--- src/rtl/reg_cmd_pkg.sv ---
// Shared widths, FSM state codes and command/response record types
// for the reg_ctrl command master.
package reg_cmd_pkg;

  localparam int CMD_ADDR_W = 8;
  localparam int CMD_DATA_W = 16;
  localparam int CMD_ACC_W  = 2;
  localparam int CMD_FUNC_W = 2;

  localparam logic [1:0] ST_IDLE  = 2'd0;
  localparam logic [1:0] ST_ISSUE = 2'd1;
  localparam logic [1:0] ST_RESP  = 2'd2;

  typedef struct packed {
    logic                  wr;
    logic [CMD_ADDR_W-1:0] addr;
    logic [CMD_DATA_W-1:0] wdata;
    logic [CMD_ACC_W-1:0]  acc;
    logic [CMD_FUNC_W-1:0] func;
  } cmd_t;

  typedef struct packed {
    logic                  wr;
    logic [CMD_DATA_W-1:0] rdata;
    logic                  err;
  } rsp_t;

endpackage

--- src/rtl/reg_cmd_fifo.sv ---
// Synchronous command FIFO with first-word-fall-through read port;
// a push while full or a pop while empty is ignored.
module reg_cmd_fifo
  import reg_cmd_pkg::*;
#(
  parameter int DEPTH = 4
) (
  input  logic                   i_clk,
  input  logic                   i_rst,
  input  logic                   i_push,
  input  logic                   i_pop,
  input  cmd_t                   i_cmd,
  output cmd_t                   o_cmd,
  output logic                   o_full,
  output logic                   o_empty,
  output logic [$clog2(DEPTH):0] o_count
);
  localparam int PTR_W = $clog2(DEPTH);

  cmd_t             r_mem [DEPTH];
  logic [PTR_W-1:0] r_wptr;
  logic [PTR_W-1:0] r_rptr;
  logic [PTR_W:0]   r_count;
  logic             w_push;
  logic             w_pop;

  assign o_full  = (r_count == (PTR_W+1)'(DEPTH));
  assign o_empty = (r_count == '0);
  assign o_count = r_count;
  assign o_cmd   = r_mem[r_rptr];
  assign w_push  = i_push && !o_full;
  assign w_pop   = i_pop && !o_empty;

  always_ff @(posedge i_clk) begin
    if (w_push) r_mem[r_wptr] <= i_cmd;
  end

  // DEPTH is a power of two, so the pointers wrap naturally.
  always_ff @(posedge i_clk) begin
    if (i_rst) begin
      r_wptr  <= '0;
      r_rptr  <= '0;
      r_count <= '0;
    end else begin
      if (w_push) r_wptr <= r_wptr + 1'b1;
      if (w_pop)  r_rptr <= r_rptr + 1'b1;
      r_count <= r_count + (PTR_W+1)'(w_push) - (PTR_W+1)'(w_pop);
    end
  end

endmodule

--- src/rtl/reg_cmd_master.sv ---
// Queues host commands and issues them to reg_ctrl one at a time,
// returning one response per command (err=1 when reg_ctrl never answers).
//   state    | meaning
//   ST_IDLE  | waiting for a queued command
//   ST_ISSUE | sel high, waiting for ready or timeout
//   ST_RESP  | response held until the host accepts it
module reg_cmd_master
  import reg_cmd_pkg::*;
#(
  parameter int ADDR_W  = CMD_ADDR_W,
  parameter int DATA_W  = CMD_DATA_W,
  parameter int ACC_W   = CMD_ACC_W,
  parameter int FUNC_W  = CMD_FUNC_W,
  parameter int DEPTH   = 4,
  parameter int TIMEOUT = 64
) (
  input  logic                   clk,
  input  logic                   rst,
  input  logic                   cmd_valid,
  output logic                   cmd_ready,
  input  logic                   cmd_wr,
  input  logic [ADDR_W-1:0]      cmd_addr,
  input  logic [DATA_W-1:0]      cmd_wdata,
  input  logic [ACC_W-1:0]       cmd_acc,
  input  logic [FUNC_W-1:0]      cmd_func,
  output logic                   rsp_valid,
  input  logic                   rsp_ready,
  output logic                   rsp_wr,
  output logic [DATA_W-1:0]      rsp_rdata,
  output logic                   rsp_err,
  output logic                   sel,
  output logic                   wr,
  output logic [ADDR_W-1:0]      addr,
  output logic [DATA_W-1:0]      wdata,
  output logic [ACC_W-1:0]       acc,
  output logic [FUNC_W-1:0]      func,
  input  logic [DATA_W-1:0]      rdata,
  input  logic                   ready,
  output logic                   busy,
  output logic [$clog2(DEPTH):0] fifo_count
);
  localparam int               CNT_W   = $clog2(TIMEOUT);
  localparam logic [CNT_W-1:0] TO_LAST = CNT_W'(TIMEOUT - 1);

  logic [1:0]       r_state;
  logic [CNT_W-1:0] r_cnt;
  cmd_t             r_cmd;
  rsp_t             r_rsp;
  logic             r_sel;
  logic             r_rsp_valid;
  cmd_t             w_cmd_in;
  cmd_t             w_head;
  logic             w_full;
  logic             w_empty;
  logic             w_push;
  logic             w_pop;

  // cmd_ready looks only at full, so a pop in the same cycle never frees a slot early.
  assign cmd_ready = !w_full && !rst;
  assign w_push    = cmd_valid && cmd_ready;
  assign w_pop     = (r_state == ST_IDLE) && !w_empty;
  assign w_cmd_in  = {cmd_wr, cmd_addr, cmd_wdata, cmd_acc, cmd_func};

  reg_cmd_fifo #(.DEPTH(DEPTH)) u_fifo (
    .i_clk   (clk),
    .i_rst   (rst),
    .i_push  (w_push),
    .i_pop   (w_pop),
    .i_cmd   (w_cmd_in),
    .o_cmd   (w_head),
    .o_full  (w_full),
    .o_empty (w_empty),
    .o_count (fifo_count)
  );

  always_ff @(posedge clk) begin
    if (rst) begin
      r_state     <= ST_IDLE;
      r_cnt       <= '0;
      r_cmd       <= '0;
      r_sel       <= 1'b0;
      r_rsp       <= '0;
      r_rsp_valid <= 1'b0;
    end else begin
      case (r_state)
        ST_IDLE: begin
          if (!w_empty) begin
            r_cmd   <= w_head;
            r_sel   <= 1'b1;
            r_cnt   <= '0;
            r_state <= ST_ISSUE;
          end
        end
        ST_ISSUE: begin
          // ready is checked first so a completion on the last allowed cycle still counts.
          if (ready) begin
            r_sel       <= 1'b0;
            r_rsp_valid <= 1'b1;
            r_rsp.wr    <= r_cmd.wr;
            r_rsp.rdata <= r_cmd.wr ? '0 : rdata;
            r_rsp.err   <= 1'b0;
            r_state     <= ST_RESP;
          end else if (r_cnt == TO_LAST) begin
            r_sel       <= 1'b0;
            r_rsp_valid <= 1'b1;
            r_rsp.wr    <= r_cmd.wr;
            r_rsp.rdata <= '0;
            r_rsp.err   <= 1'b1;
            r_state     <= ST_RESP;
          end else begin
            r_cnt <= r_cnt + 1'b1;
          end
        end
        ST_RESP: begin
          if (rsp_ready) begin
            r_rsp_valid <= 1'b0;
            r_state     <= ST_IDLE;
          end
        end
        default: r_state <= ST_IDLE;
      endcase
    end
  end

  assign sel       = r_sel;
  assign wr        = r_cmd.wr;
  assign addr      = r_cmd.addr;
  assign wdata     = r_cmd.wdata;
  assign acc       = r_cmd.acc;
  assign func      = r_cmd.func;
  assign rsp_valid = r_rsp_valid;
  assign rsp_wr    = r_rsp.wr;
  assign rsp_rdata = r_rsp.rdata;
  assign rsp_err   = r_rsp.err;
  assign busy      = (r_state != ST_IDLE) || !w_empty;

endmodule

--- config.mk ---
export PLATFORM = sky130hd
export DESIGN_NAME = reg_cmd_master
export DESIGN_NICKNAME = d
export VERILOG_FILES = /design/src/rtl/reg_cmd_pkg.sv /design/src/rtl/reg_cmd_fifo.sv /design/src/rtl/reg_cmd_master.sv
export SDC_FILE = /design/constraint.sdc
export NUM_CORES = 1
export LEC_CHECK = 0
export BUFFER_PORTS_ARGS = -buffer_cell sky130_fd_sc_hd__buf_4
export CAP_MARGIN = 20
export CORE_AREA = 2 2 141 143
export CTS_BUF_LIST = sky130_fd_sc_hd__clkbuf_2 sky130_fd_sc_hd__clkbuf_4 sky130_fd_sc_hd__clkbuf_8
export DETAILED_ROUTE_END_ITERATION = 8
export DIE_AREA = 0 0 143 145
export GPL_ROUTABILITY_DRIVEN = 0
export HOLD_SLACK_MARGIN = 0.15
export PLACE_DENSITY = 0.59
export SLEW_MARGIN = 15
export SYNTH_ARGS = -nofsm -noshare
export SYNTH_HDL_FRONTEND = slang
export SYNTH_SLANG_ARGS = --single-unit
--- constraint.sdc ---
create_clock -name clk -period 6 [get_ports clk]
set_input_delay 0.6 -clock clk [delete_from_list [all_inputs] [get_ports clk]]
set_output_delay 0.6 -clock clk [all_outputs]
set_load 0.02 [all_outputs]
==> impl_summary.log, run 1 <==
[metrics] number of endpoints failing setup at the final stage: 0
[metrics] Worst Path Class, Setup: flip-flop to flip-flop
[metrics] wire length of the first global-routing pass: 20.6 mm
[metrics] post-synthesis to final-layout area growth: 23.3%
[metrics] top achievable clock speed: 318 MHz
[metrics] register clock-pin slew on the reported worst setup and hold paths: 0.10 ns
[metrics] Max transition margin: 38.9%
[metrics] category of the worst setup path capture point: flip-flop
[metrics] Core Rows: 51
[metrics] number of port buffers: 103
[metrics] Avg Synthesized Cell Area: approximately 16 um^2
[metrics] depth of the worst register-to-register path: 12
[metrics] Pre-Repair DR Iteration Count: 4
[metrics] highest net fanout along the worst path: 33
[metrics] hold path cells: 1
[metrics] period utilization: a little over half
[metrics] syn_nets: 483
[metrics] Hold/Removal Path Class: input pin to flip-flop
[metrics] number of placed I/O pins: 104
[metrics] most common flop cell mapped by yosys: edfxtp_1
[metrics] proportion of layout cells with a drive suffix above 1: 32.9%
[metrics] TritonCTS Sinks: 180
[metrics] via count: 3795
[metrics] sequential element share of the synthesized area: 72.0%
[metrics] iteration-0 DRC count of the detailed router: 295
[metrics] CP Cell Sequence: or3_1 -> nand2_1 -> buf_4 -> inv_2 -> ha_1 -> inv_1 -> ha_1 -> inv_1 -> fa_1 -> xor2_1 -> xnor2_1 -> nor2_1
[metrics] Setup TNS: 0 ns
[metrics] clock buffer count from CTS: 17
[metrics] area of the placeable core: 19200 um^2
[metrics] die height: 145 um
[metrics] fill count: between 1.5k and 2k
[metrics] RSZ-0062 raised after global routing: false
[metrics] synthesis warning total: 0
[metrics] starting density of the core: 34.4%
[metrics] Global Route Usage Sum: 13.1%
[metrics] number of gates resized after CTS: 0
[metrics] peak ir drop on the vdd network: about 0.20 mV
[metrics] DRC violations left: 0
[metrics] post-detailed-placement cell area: ~7600 um^2
[metrics] final number of hold-violating endpoints: 0
[metrics] slowest cell delay on critical path: 0.43 ns
[metrics] initial antenna violation count: 0
[metrics] clock latency reported for the late side of the worst-skew pair: 0.45 ns
[metrics] worst setup skew after layout: 0.0119 ns
[metrics] root cell of the clock tree: clkbuf_8
[metrics] width of the die: 143 um
[metrics] leakage power summed over all cells: 2.93 nW
[metrics] CTS HTree Levels: 4
[metrics] Max-cap violations: 0
[metrics] synthesized netlist cell count: 425
[metrics] EDFF count, synth: 116
[metrics] pin count of the biggest net entering global routing: 51
[metrics] die area: roughly 21000 um^2
[metrics] ant diodes: 0
[metrics] slowest cell on the critical path: or3_1
[metrics] endpoint required time on the critical path: 6.33 ns
[metrics] total power per unit cell area: 435 nW/um^2
[metrics] number of buffers on the longest clock path: 2
[metrics] transition time of the tightest slew-check pin: 0.911 ns
[metrics] CTS tree: built
[metrics] Final Net Count: 586
[metrics] CTS Hold Buffers Added: 0
[metrics] Syn Std Cell Area: 6610 um^2
[metrics] flip-flop and latch count after synthesis: 180
[metrics] Final Cell Area: 8150 um^2
[metrics] Post-DRT Antenna Nets: 0
[metrics] Detail Placement HPWL: 8.18 mm
[metrics] status: completed
[metrics] drt wl/cell: 16.4 um
[metrics] count of cell types in the netlist: 44
[metrics] total global routing overflow: 0
[metrics] Post-CTS Setup Bufs: 0
[metrics] number of pins exceeding their max-slew limit in the final report: 0
[metrics] fin crit period: approximately 3.1 ns
[metrics] vias in the first global route: 3904
[metrics] via/cell ratio: 4.71
[metrics] DRT Wirelength: 13.3 mm
[metrics] critical path data arrival time: 3.47 ns
[metrics] asr flop ratio synth: 0%
[metrics] startpoint kind of the worst setup timing path: flip-flop
## synthesized netlist by cell type (all sizes together), types with 2 or more instances
cell type | number | area share (%)
edfxtp | 116 | 53
nand2 | 69 | 3.9
dfxtp | 64 | 19
a21oi | 39 | 3.0
mux4 | 29 | 9.9
a22o | 16 | 2.1
clkbuf | 11 | 0.62
buf | 10 | 0.78
inv | 10 | 0.57
nor2 | 10 | 0.57
ha | 7 | 1.3
and2 | 4 | 0.38
nand3 | 4 | 0.30
or3 | 3 | 0.28
xnor2 | 3 | 0.40
a31o | 2 | 0.26
a31oi | 2 | 0.19
and3 | 2 | 0.26
nor2b | 2 | 0.19
nor3 | 2 | 0.23
o311ai | 2 | 0.26
o31ai | 2 | 0.23
xor2 | 2 | 0.26
## path summary, 6_finish.rpt
path                            slack [ns]               from             endpoint
worst max-delay path                  2.85  u_fifo.o_count[1]    u_fifo.o_count[2]
worst min-delay path                  0.35        cmd_addr[4]  u_fifo.r_mem[3][24]
worst max register to register        2.85  u_fifo.o_count[1]    u_fifo.o_count[2]
worst min register to register        0.46          wdata[11]            wdata[11]
## critical path, delay by kind of cell, from the launching register on
family / cells / cell delay, ns
xor+xnor: 2 / 0.34
simple gates: 3 / 0.56
flops: 1 / 0.39
fa+ha+maj: 3 / 0.90
buf+inv: 4 / 0.83
## cell usage in the layout (no fill, tap or decap), types with 2 or more instances in the layout
cell / instances
a21oi_1: 38
a22o_1: 16
a31oi_1: 2
and2_2: 4
buf_4: 105
bufinv_16: 6
clkbuf_8: 19
clkinv_4: 2
dfxtp_1: 62
dfxtp_2: 2
edfxtp_1: 116
ha_1: 7
inv_1: 9
inv_6: 2
inv_8: 2
mux4_2: 29
nand2_1: 69
nand3_1: 4
nor2_1: 10
nor2b_1: 2
o311ai_0: 2
o31ai_1: 2
or3_1: 3
xnor2_1: 3
xor2_1: 2
## per-stage QoR
step | util [%] | hold WS, ns | total power [W] | setup slack, ns | std cells
after floorplan | - | 0.483 | 0.00223 | 3.46 | 425
after detailed placement | 39.8 | 0.451 | 0.00260 | 2.82 | 774
after CTS | 42.4 | 0.310 | 0.00360 | 2.80 | 806
after global routing | 42.4 | 0.300 | 0.00373 | 2.62 | 806
after global placement | 39.8 | 0.449 | 0.00257 | 2.96 | 774
final | 42.4 | 0.346 | 0.00355 | 2.85 | 806
## cell families after synthesis
| group | synth area share [%] |
|---|---|
| mux | 9.88 |
| simple gates | 6.72 |
| xor+xnor | 0.662 |
| buf+inv | 1.97 |
| flops | 72.0 |
| fa+ha+maj | 1.63 |
| compound gates | 7.11 |
## metal layers
layer  wire (um)  vias up  track usage, %
met5           0        -               0
met4          83        0            3.61
met3         770        7            4.19
met2        6710      107            22.2
met1        5690     1879            15.9
li1            -     1802               -
## registers in the layout (all words and copies together), names as in the netlist
| name | cells |
|---|---|
| func | 2 |
| u_fifo.o_count | 3 |
| rsp_rdata | 16 |
| rsp_wr | 1 |
| rsp_err | 1 |
| r_state | 2 |
| u_fifo.r_wptr | 2 |
| rsp_valid | 1 |
| u_fifo.r_mem | 116 |
| addr | 8 |
| acc | 2 |
| r_cnt | 6 |
| wdata | 16 |
| sel | 1 |
| wr | 1 |
| u_fifo.r_rptr | 2 |
## power breakdown
part,internal [W],switching (W)
combinational,0.000407,0.000543
sequential,0.00148,0.000122
clock,0.000569,0.000433
total,0.00245,0.00110
## area by class of cell
type,instances,area [um^2],share of cell area (%)
Sequential cell,180,4770,58.5
Timing Repair Buffer,105,788,9.67
Clock buffer,19,262,3.21
Multi-Input combinational cell,214,1720,21.1
Inverter,10,37.5,0.460
Tap cell,265,332,4.07
Clock inverter,13,243,2.98
No activity file was read; power rests on OpenSTA's default activity.
==> run 2: changes to the inputs <==
ABC_AREA = 1   (was unset)
CORE_AREA = 2 2 143 145   (was 2 2 141 143)
DIE_AREA = 0 0 145 147   (was 0 0 143 145)
clock period = 3.2 ns   (was 6 ns; I/O delays follow)
==> impl_summary.log, run 2 <==
[metrics] status: completed
[metrics] post-placement worst setup slack: 0.784 ns (-2.03 ns)
[metrics] highest net fanout along the worst path: 17 (-48%)
[metrics] number of placed I/O pins: 104 (unchanged)
[metrics] syn_nets: 680 (+41%)
[metrics] total power per unit cell area: 769 nW/um^2 (+77%)
[metrics] xor/xnor cell area share of the yosys netlist: 0.256% (-0.41 points)
[metrics] compound-gate portion of the synthesized area: 11.4% (+4.3 points)
[metrics] vias in the first global route: 4750 (+22%)
[metrics] register-to-register setup slack: 0.89 ns (-1.96 ns)
[metrics] synthesis warning total: 0 (unchanged)
[metrics] RSZ-0062 raised after global routing: false
[metrics] most used cells in the layout excluding fill and tap cells: nor2_1 (130), edfxtp_1 (116), buf_4 (112)
[metrics] synthesized netlist cell count: 622 (+46%)
[metrics] flip-flop and latch count after synthesis: 180 (unchanged)
[metrics] Post-DRT Antenna Nets: 0 (unchanged)
[metrics] most common flop cell mapped by yosys: edfxtp_1
[metrics] worst setup skew after layout: 0.0120 ns (+0.0000678 ns)
[metrics] peak ir drop on the vdd network: 0.480 mV (+140%)
[metrics] area share of the largest cell type after synthesis: 50.8% (-1.8 points)
[metrics] Worst Path Class, Setup: flip-flop to flip-flop
[metrics] number of flip-flops under the largest register name: 116 (unchanged)
[metrics] width of the die: 145 um (+1.4%)
[metrics] wire length of the first global-routing pass: 24.6 mm (+20%)
[metrics] adder-cell share of the synthesized area: 1.57% (-0.056 points)
[metrics] critical path data arrival time: 2.47 ns (-1.00 ns)
[metrics] fill count: 1849 (+6.6%)
[metrics] EDFF count, synth: 116 (unchanged)
[metrics] Core Rows: 52 (+2.0%)
[metrics] total global routing overflow: 0 (unchanged)
[metrics] DRC violations left: 0 (unchanged)
[metrics] area of the placeable core: 19800 um^2 (+3.3%)
[metrics] drt wl/cell: 14.7 um (-11%)
[metrics] starting density of the core: 34.5% (+0.093 points)
[metrics] slowest cell delay on critical path: 0.67 ns (+0.24 ns)
[metrics] Area contributors post-synth: edfxtp_1 (51%), dfxtp_1 (19%), nor2_1 (7.3%)
[metrics] most frequent CP cell: nand3_1
[metrics] top register by number of flip-flops: u_fifo.r_mem
[metrics] leading cell type in the layout, fill and taps excluded: nor2_1
[metrics] Setup TNS: 0 ns (unchanged)
[metrics] slowest cell on the critical path: nor2_4
[metrics] Post-CTS Setup Bufs: 0 (unchanged)
[metrics] period utilization: 72.1% (+20 points)
[metrics] Syn Std Cell Area: 6850 um^2 (+3.6%)
[metrics] power dissipated by switching net loads: 0.00248 W (+130%)
[metrics] ant diodes: 0 (unchanged)
[metrics] category of cells accounting for the largest share of critical-path delay: simple AND/OR/NAND/NOR gates
[metrics] CTS Hold Buffers Added: 45 (+45)
[metrics] CTS tree: built
[metrics] top achievable clock speed: 433 MHz (+36%)
[metrics] Avg Synthesized Cell Area: 11.0 um^2 (-29%)
[metrics] Global Route Usage Sum: 14.7% (+1.6 points)
[metrics] via count: 4844 (+28%)
[metrics] post-synthesis to final-layout area growth: 27.9%
[metrics] category of the worst setup path capture point: flip-flop
[metrics] main combinational cell family by area after synthesis: simple AND/OR/NAND/NOR gates
[metrics] number of port buffers: 103 (unchanged)
[metrics] Max-cap violations: 0 (unchanged)
[metrics] asr flop ratio synth: 0% (unchanged)
[metrics] DRT Wirelength: 15.4 mm (+16%)
[metrics] most frequent cells after synthesis: nor2_1 (134), edfxtp_1 (116), o21ai_0 (86)
[metrics] count of non-filler cells in the finished layout: 1046 (+30%)
[metrics] via/cell ratio: 4.63 (-1.6%)
[metrics] CTS HTree Levels: 4 (unchanged)
[metrics] Pre-Repair DR Iteration Count: 5 (+1)
[metrics] sequential element share of the synthesized area: 69.5% (-2.5 points)
[metrics] die area: 21300 um^2 (+2.8%)
[metrics] CP Cell Sequence: inv_1 -> nand3_1 -> nand3_1 -> nor2_4 -> buf_4
[metrics] startpoint kind of the worst setup timing path: flip-flop
[metrics] clock buffer count from CTS: 17 (unchanged)
[metrics] leakage power summed over all cells: 3.27 nW (+12%)
[metrics] transition time of the tightest slew-check pin: 0.982 ns (+0.0706 ns)
[metrics] Clk network pwr share: 23.4% (-4.8 points)
[metrics] worst-case setup margin in the final layout: 0.892 ns (-1.96 ns)
[metrics] die height: 147 um (+1.4%)
[metrics] TritonCTS Sinks: 180 (unchanged)
[metrics] final number of hold-violating endpoints: 0 (unchanged)
[metrics] Final Cell Area: 8760 um^2 (+7.5%)
[metrics] initial antenna violation count: 0 (unchanged)
[metrics] Crit path buffers/inverters: 2 (-2)
[metrics] combinational cell fraction of total power: 33.7% (+6.9 points)
[metrics] Max transition margin: 34.5% (-4.5 points)
[metrics] proportion of layout cells with a drive suffix above 1: 20.6% (-12 points)
[metrics] area fraction in and, or, nand and nor cells after synthesis: 13.1% (+6.4 points)
[metrics] number of endpoints failing setup at the final stage: 0 (unchanged)
[metrics] Yosys top cell by area: edfxtp_1
[metrics] clock latency reported for the late side of the worst-skew pair: 0.46 ns (about the same)
[metrics] root cell of the clock tree: clkbuf_8
[metrics] number of pins exceeding their max-slew limit in the final report: 0 (unchanged)
[metrics] number of buffers on the longest clock path: 2 (unchanged)
[metrics] post-detailed-placement cell area: 7910 um^2 (+3.4%)
[metrics] iteration-0 DRC count of the detailed router: 254 (-14%)
[metrics] mux cell area share after synthesis: 0% (-9.9 points)
[metrics] Power Internal: 0.00425 W (+74%)
[metrics] endpoint required time on the critical path: 3.36 ns (-2.97 ns)
[metrics] fin crit period: 2.31 ns (-0.840 ns)
[metrics] pin count of the biggest net entering global routing: 60 (+18%)
[metrics] Detail Placement HPWL: 8.94 mm (+9.4%)
[metrics] count of cell types in the netlist: 25 (-43%)
[metrics] number of gates resized after CTS: 0 (unchanged)
[metrics] placed cell count: 969 (+25%)
[metrics] part of the total power dissipated in sequential elements: 43.0% (-2.0 points)
[metrics] most common cell in the netlist: nor2_1
[metrics] Switching Share: 36.8% (+5.9 points)
[metrics] Final Net Count: 821 (+40%)
[metrics] Hold/Removal Path Class: input pin to flip-flop
[metrics] register clock-pin slew on the reported worst setup and hold paths: 0.09 ns (about the same)
run 2: cell count changes after synthesis, sizes merged, moves of 13 or more:
cell / before / now
a21oi: 39 / 26
a22o: 16 / 0
inv: 10 / 29
mux4: 29 / 0
nand2: 69 / 51
nand3: 4 / 29
nor2: 10 / 137
o21ai: 1 / 93
o22ai: 0 / 29
run 2: logic make-up after synthesis:
family | count (synthesis)
AO/OA/AOI/OAI | 149
XOR/XNOR | 2
adder cells (fa/ha/maj) | 8
buffers and inverters | 65
flip-flops | 180
AND/OR/NAND/NOR | 218
run 2: metal layers:
layer  routed length, um  up-vias  track usage (%)
li1                    -     2445                -
met1                7170     2234             19.3
met2                7140      146             24.1
met3                 823       19             3.45
met4                 214        0             4.85
met5                   0        -                0
run 2: worst register-to-register path, cell delays in order (launching register included):
cell,delay [ns]
dfxtp_1,0.39
inv_1,0.12
nand3_1,0.08
nand3_1,0.43
nor2_4,0.68
buf_4,0.32
run 2: area by class of cell:
type	count	area [um^2]	share of cell area (%)
repair buffers	158	1310	15.0
flip-flops and latches	180	4770	54.4
multi-input cells	377	1830	20.9
well taps	270	338	3.86
inverters	29	109	1.24
clock buffers	17	234	2.67
clock inverters	15	170	1.94
run 2: path summary, 6_finish.rpt:
kind	startpoint	end	depth (start not counted)
setup reg to reg	u_fifo.o_count[1]	u_fifo.r_mem[2][13]	5
setup / recovery	u_fifo.o_count[1]	u_fifo.r_mem[2][13]	5
hold / removal	rsp_ready	r_state[1]	4
hold reg to reg	rsp_err	rsp_err	2
run 2: through the flow:
step	power [W]	hold WS (ns)	util (%)
2_1_floorplan	0.00442	0.419	-
3_3_place_gp	0.00519	0.439	39.8
3_5_place_dp	0.00520	0.438	39.8
4_1_cts	0.00681	0.193	44.2
5_1_grt	0.00718	0.221	44.2
6_report	0.00674	0.226	44.2
run 2: power by group through the flow:
stage	Combinational [W]	Sequential, W	Clock, W
6_report	0.00227	0.00289	0.00157
3_5_place_dp	0.00225	0.00295	0
3_3_place_gp	0.00225	0.00294	0
2_1_floorplan	0.00127	0.00315	0
4_1_cts	0.00230	0.00289	0.00161
5_1_grt	0.00256	0.00292	0.00169
==> run 3: changes to the inputs <==
PLACE_DENSITY = 0.61   (was 0.59)
clock period = 2 ns   (was 3.2 ns; I/O delays follow)
==> impl_summary.log, run 3 (synthesis gave the netlist of run 2 again) <==
[metrics] status: completed
[metrics] fill count: 1861 (+0.65%)
[metrics] endpoint required time on the critical path: 2.36 ns (-1.00 ns)
[metrics] total power per unit cell area: 1240 nW/um^2 (+62%)
[metrics] Register Area: 4780 um^2 (+0.24%)
[metrics] CP Cell Sequence: inv_4 -> nand3_2 -> nand2_2 -> inv_2 -> ha_4 -> inv_1 -> ha_2 -> inv_2 -> fa_2 -> xnor2_2 -> o21ai_1 -> a21oi_1
[metrics] Max-cap violations: 0 (unchanged)
[metrics] Switching Share: 36.3% (-0.54 points)
[metrics] WHS: 0.195 ns (-0.0308 ns)
[metrics] CTS tree: built
[metrics] RSZ-0062 raised after global routing: false
[metrics] critical path data arrival time: 2.23 ns (-0.24 ns)
[metrics] DRT Wirelength: 15.3 mm (-0.14%)
[metrics] number of flip-flops under the largest register name: 116 (unchanged)
[metrics] fin crit period: 1.87 ns (-0.437 ns)
[metrics] period utilization: 93.5% (+21 points)
[metrics] pin count of the biggest net entering global routing: 41 (-32%)
[metrics] Post-CTS Setup Bufs: 0 (unchanged)
[metrics] slowest cell on the critical path: dfxtp_4
[metrics] highest net fanout along the worst path: 5 (-12)
[metrics] total global routing overflow: 0 (unchanged)
[metrics] register clock-pin slew on the reported worst setup and hold paths: 0.09 ns (about the same)
[metrics] post-layout util: 45.3% (+1.2 points)
[metrics] Core Rows: 52 (unchanged)
[metrics] Max transition margin: 67.6% (+33 points)
[metrics] Post-DRT Antenna Nets: 0 (unchanged)
[metrics] drt wl/cell: 14.5 um (-1.4%)
[metrics] number of pins exceeding their max-slew limit in the final report: 0 (unchanged)
[metrics] leading cell type in the layout, fill and taps excluded: nor2_1
[metrics] vias in the first global route: 4731 (-0.40%)
[metrics] worst setup skew after layout: 0.00903 ns (-0.00295 ns)
[metrics] iteration-0 DRC count of the detailed router: 287 (+13%)
[metrics] Clk network pwr share: 24.1% (+0.7 points)
[metrics] part of the total power dissipated in sequential elements: 41.5% (-1.5 points)
[metrics] most frequent CP cell: inv_2
[metrics] Final Cell Area: 8990 um^2 (+2.6%)
[metrics] ant diodes: 0 (unchanged)
[metrics] clock buffer count from CTS: 17 (unchanged)
[metrics] die area: 21300 um^2 (unchanged)
[metrics] transition time of the tightest slew-check pin: 0.484 ns (-0.498 ns)
[metrics] top register by number of flip-flops: u_fifo.r_mem
[metrics] startpoint kind of the worst setup timing path: flip-flop
[metrics] combinational cell fraction of total power: 34.4% (+0.7 points)
[metrics] post-detailed-placement cell area: 8080 um^2 (+2.2%)
[metrics] category of the worst setup path capture point: flip-flop
[metrics] Worst Path Class, Setup: flip-flop to flip-flop
[metrics] number of endpoints failing setup at the final stage: 0 (unchanged)
[metrics] Hold/Removal Path Class: input pin to flip-flop
[metrics] slowest cell delay on critical path: 0.36 ns (-0.31 ns)
[metrics] post-synthesis to final-layout area growth: 31.2%
[metrics] number of buffers on the longest clock path: 2 (unchanged)
[metrics] initial antenna violation count: 0 (unchanged)
[metrics] Global Route Usage Sum: 14.5% (-0.16 points)
[metrics] most used cells in the layout excluding fill and tap cells: nor2_1 (129), buf_4 (121), edfxtp_1 (116)
[metrics] TritonCTS Sinks: 180 (unchanged)
[metrics] via count: 4962 (+2.4%)
[metrics] Power Internal: 0.00713 W (+67%)
[metrics] Setup TNS: 0 ns (unchanged)
[metrics] hold path cells: 3 (-1)
[metrics] power dissipated by switching net loads: 0.00406 W (+64%)
[metrics] wire length of the first global-routing pass: 24.4 mm (-1.1%)
[metrics] top achievable clock speed: 535 MHz (+23%)
[metrics] Final Net Count: 834 (+1.6%)
[metrics] proportion of layout cells with a drive suffix above 1: 23.4% (+2.8 points)
[metrics] die height: 147 um (unchanged)
[metrics] number of placed I/O pins: 104 (unchanged)
[metrics] depth of the worst register-to-register path: 12 (+7)
[metrics] peak ir drop on the vdd network: 0.753 mV (+57%)
[metrics] CTS HTree Levels: 4 (unchanged)
[metrics] area of the placeable core: 19800 um^2 (unchanged)
[metrics] Detail Placement HPWL: 9.27 mm (+3.7%)
[metrics] Pre-Repair DR Iteration Count: 4 (-1)
[metrics] clock latency reported for the late side of the worst-skew pair: 0.46 ns (about the same)
[metrics] DRC violations left: 0 (unchanged)
[metrics] width of the die: 145 um (unchanged)
[metrics] leakage power summed over all cells: 3.38 nW (+3.5%)
[metrics] via/cell ratio: 4.69 (+1.2%)
[metrics] starting density of the core: 34.5% (unchanged)
[metrics] total area of multi-input combinational cells: 1870 um^2 (+1.9%)
[metrics] number of port buffers: 103 (unchanged)
[metrics] final number of hold-violating endpoints: 0 (unchanged)
[metrics] root cell of the clock tree: clkbuf_8
## run 3: cell count changes in the layout (fill, tap and decap cells not counted), sizes merged
cell	change
bufinv	+1
buf	+12
clkinvlp	-3
dlygate4sd3	+1
clkinv	+2
## run 3: area by class of cell
cell class / count / share of cell area (%)
clock buffers: 17 / 2.60
clock inverters: 15 / 2.35
inverters: 29 / 1.27
multi-input cells: 377 / 20.8
flip-flops and latches: 180 / 53.1
well taps: 270 / 3.76
repair buffers: 171 / 16.1
## run 3: timing repair
action | 4_1_cts | 5_1_grt
resized for setup | 0 | 1
endpoints found under the hold margin | 134 | 0
hold buffers | 46 | 0
endpoints found under the setup margin | 0 | 1
## run 3: per-stage QoR
stage	setup slack, ns	instances	total power (W)
6_report	0.129	1059	0.0112
5_1_grt	0.0123	1059	0.0119
4_1_cts	0.0949	1059	0.0113
3_5_place_dp	0.121	981	0.00852
3_3_place_gp	0.130	981	0.00849
2_1_floorplan	0.00863	622	0.00720
## run 3: path summary, 6_finish.rpt
| kind | from | to | slack (ns) |
|---|---|---|---|
| worst max-delay path | u_fifo.o_count[0] | u_fifo.o_count[2] | 0.13 |
| worst min-delay path | rst | u_fifo.o_count[0] | 0.20 |
| worst max register to register | u_fifo.o_count[0] | u_fifo.o_count[2] | 0.13 |
| worst min register to register | rsp_err | rsp_err | 0.47 |
## run 3: power groups by stage
stage / clock [W] / combinational [W] / sequential (W)
detailed placement: 0 / 0.00380 / 0.00472
floorplan: 0 / 0.00213 / 0.00506
global placement: 0 / 0.00377 / 0.00471
finish: 0.00270 / 0.00385 / 0.00464
CTS: 0.00278 / 0.00388 / 0.00464
global route: 0.00289 / 0.00428 / 0.00470
## run 3: metal layers
layer  track usage [%]  vias up  share of wire (%)
li1                  -     2469                  -
met1              18.9     2346                 47
met2              23.9      135                 47
met3              3.94       12                5.7
met4              4.11        0               0.85
met5                 0        -                  0
## run 3: critical path: cells and delay by family (launching register included)
kind                     cells  cell delay (ns)
buffers and inverters        4             0.22
XOR/XNOR                     1             0.14
adder cells (fa/ha/maj)      3             0.72
flip-flops                   1             0.36
AND/OR/NAND/NOR              2             0.15
AO/OA/AOI/OAI                2             0.17
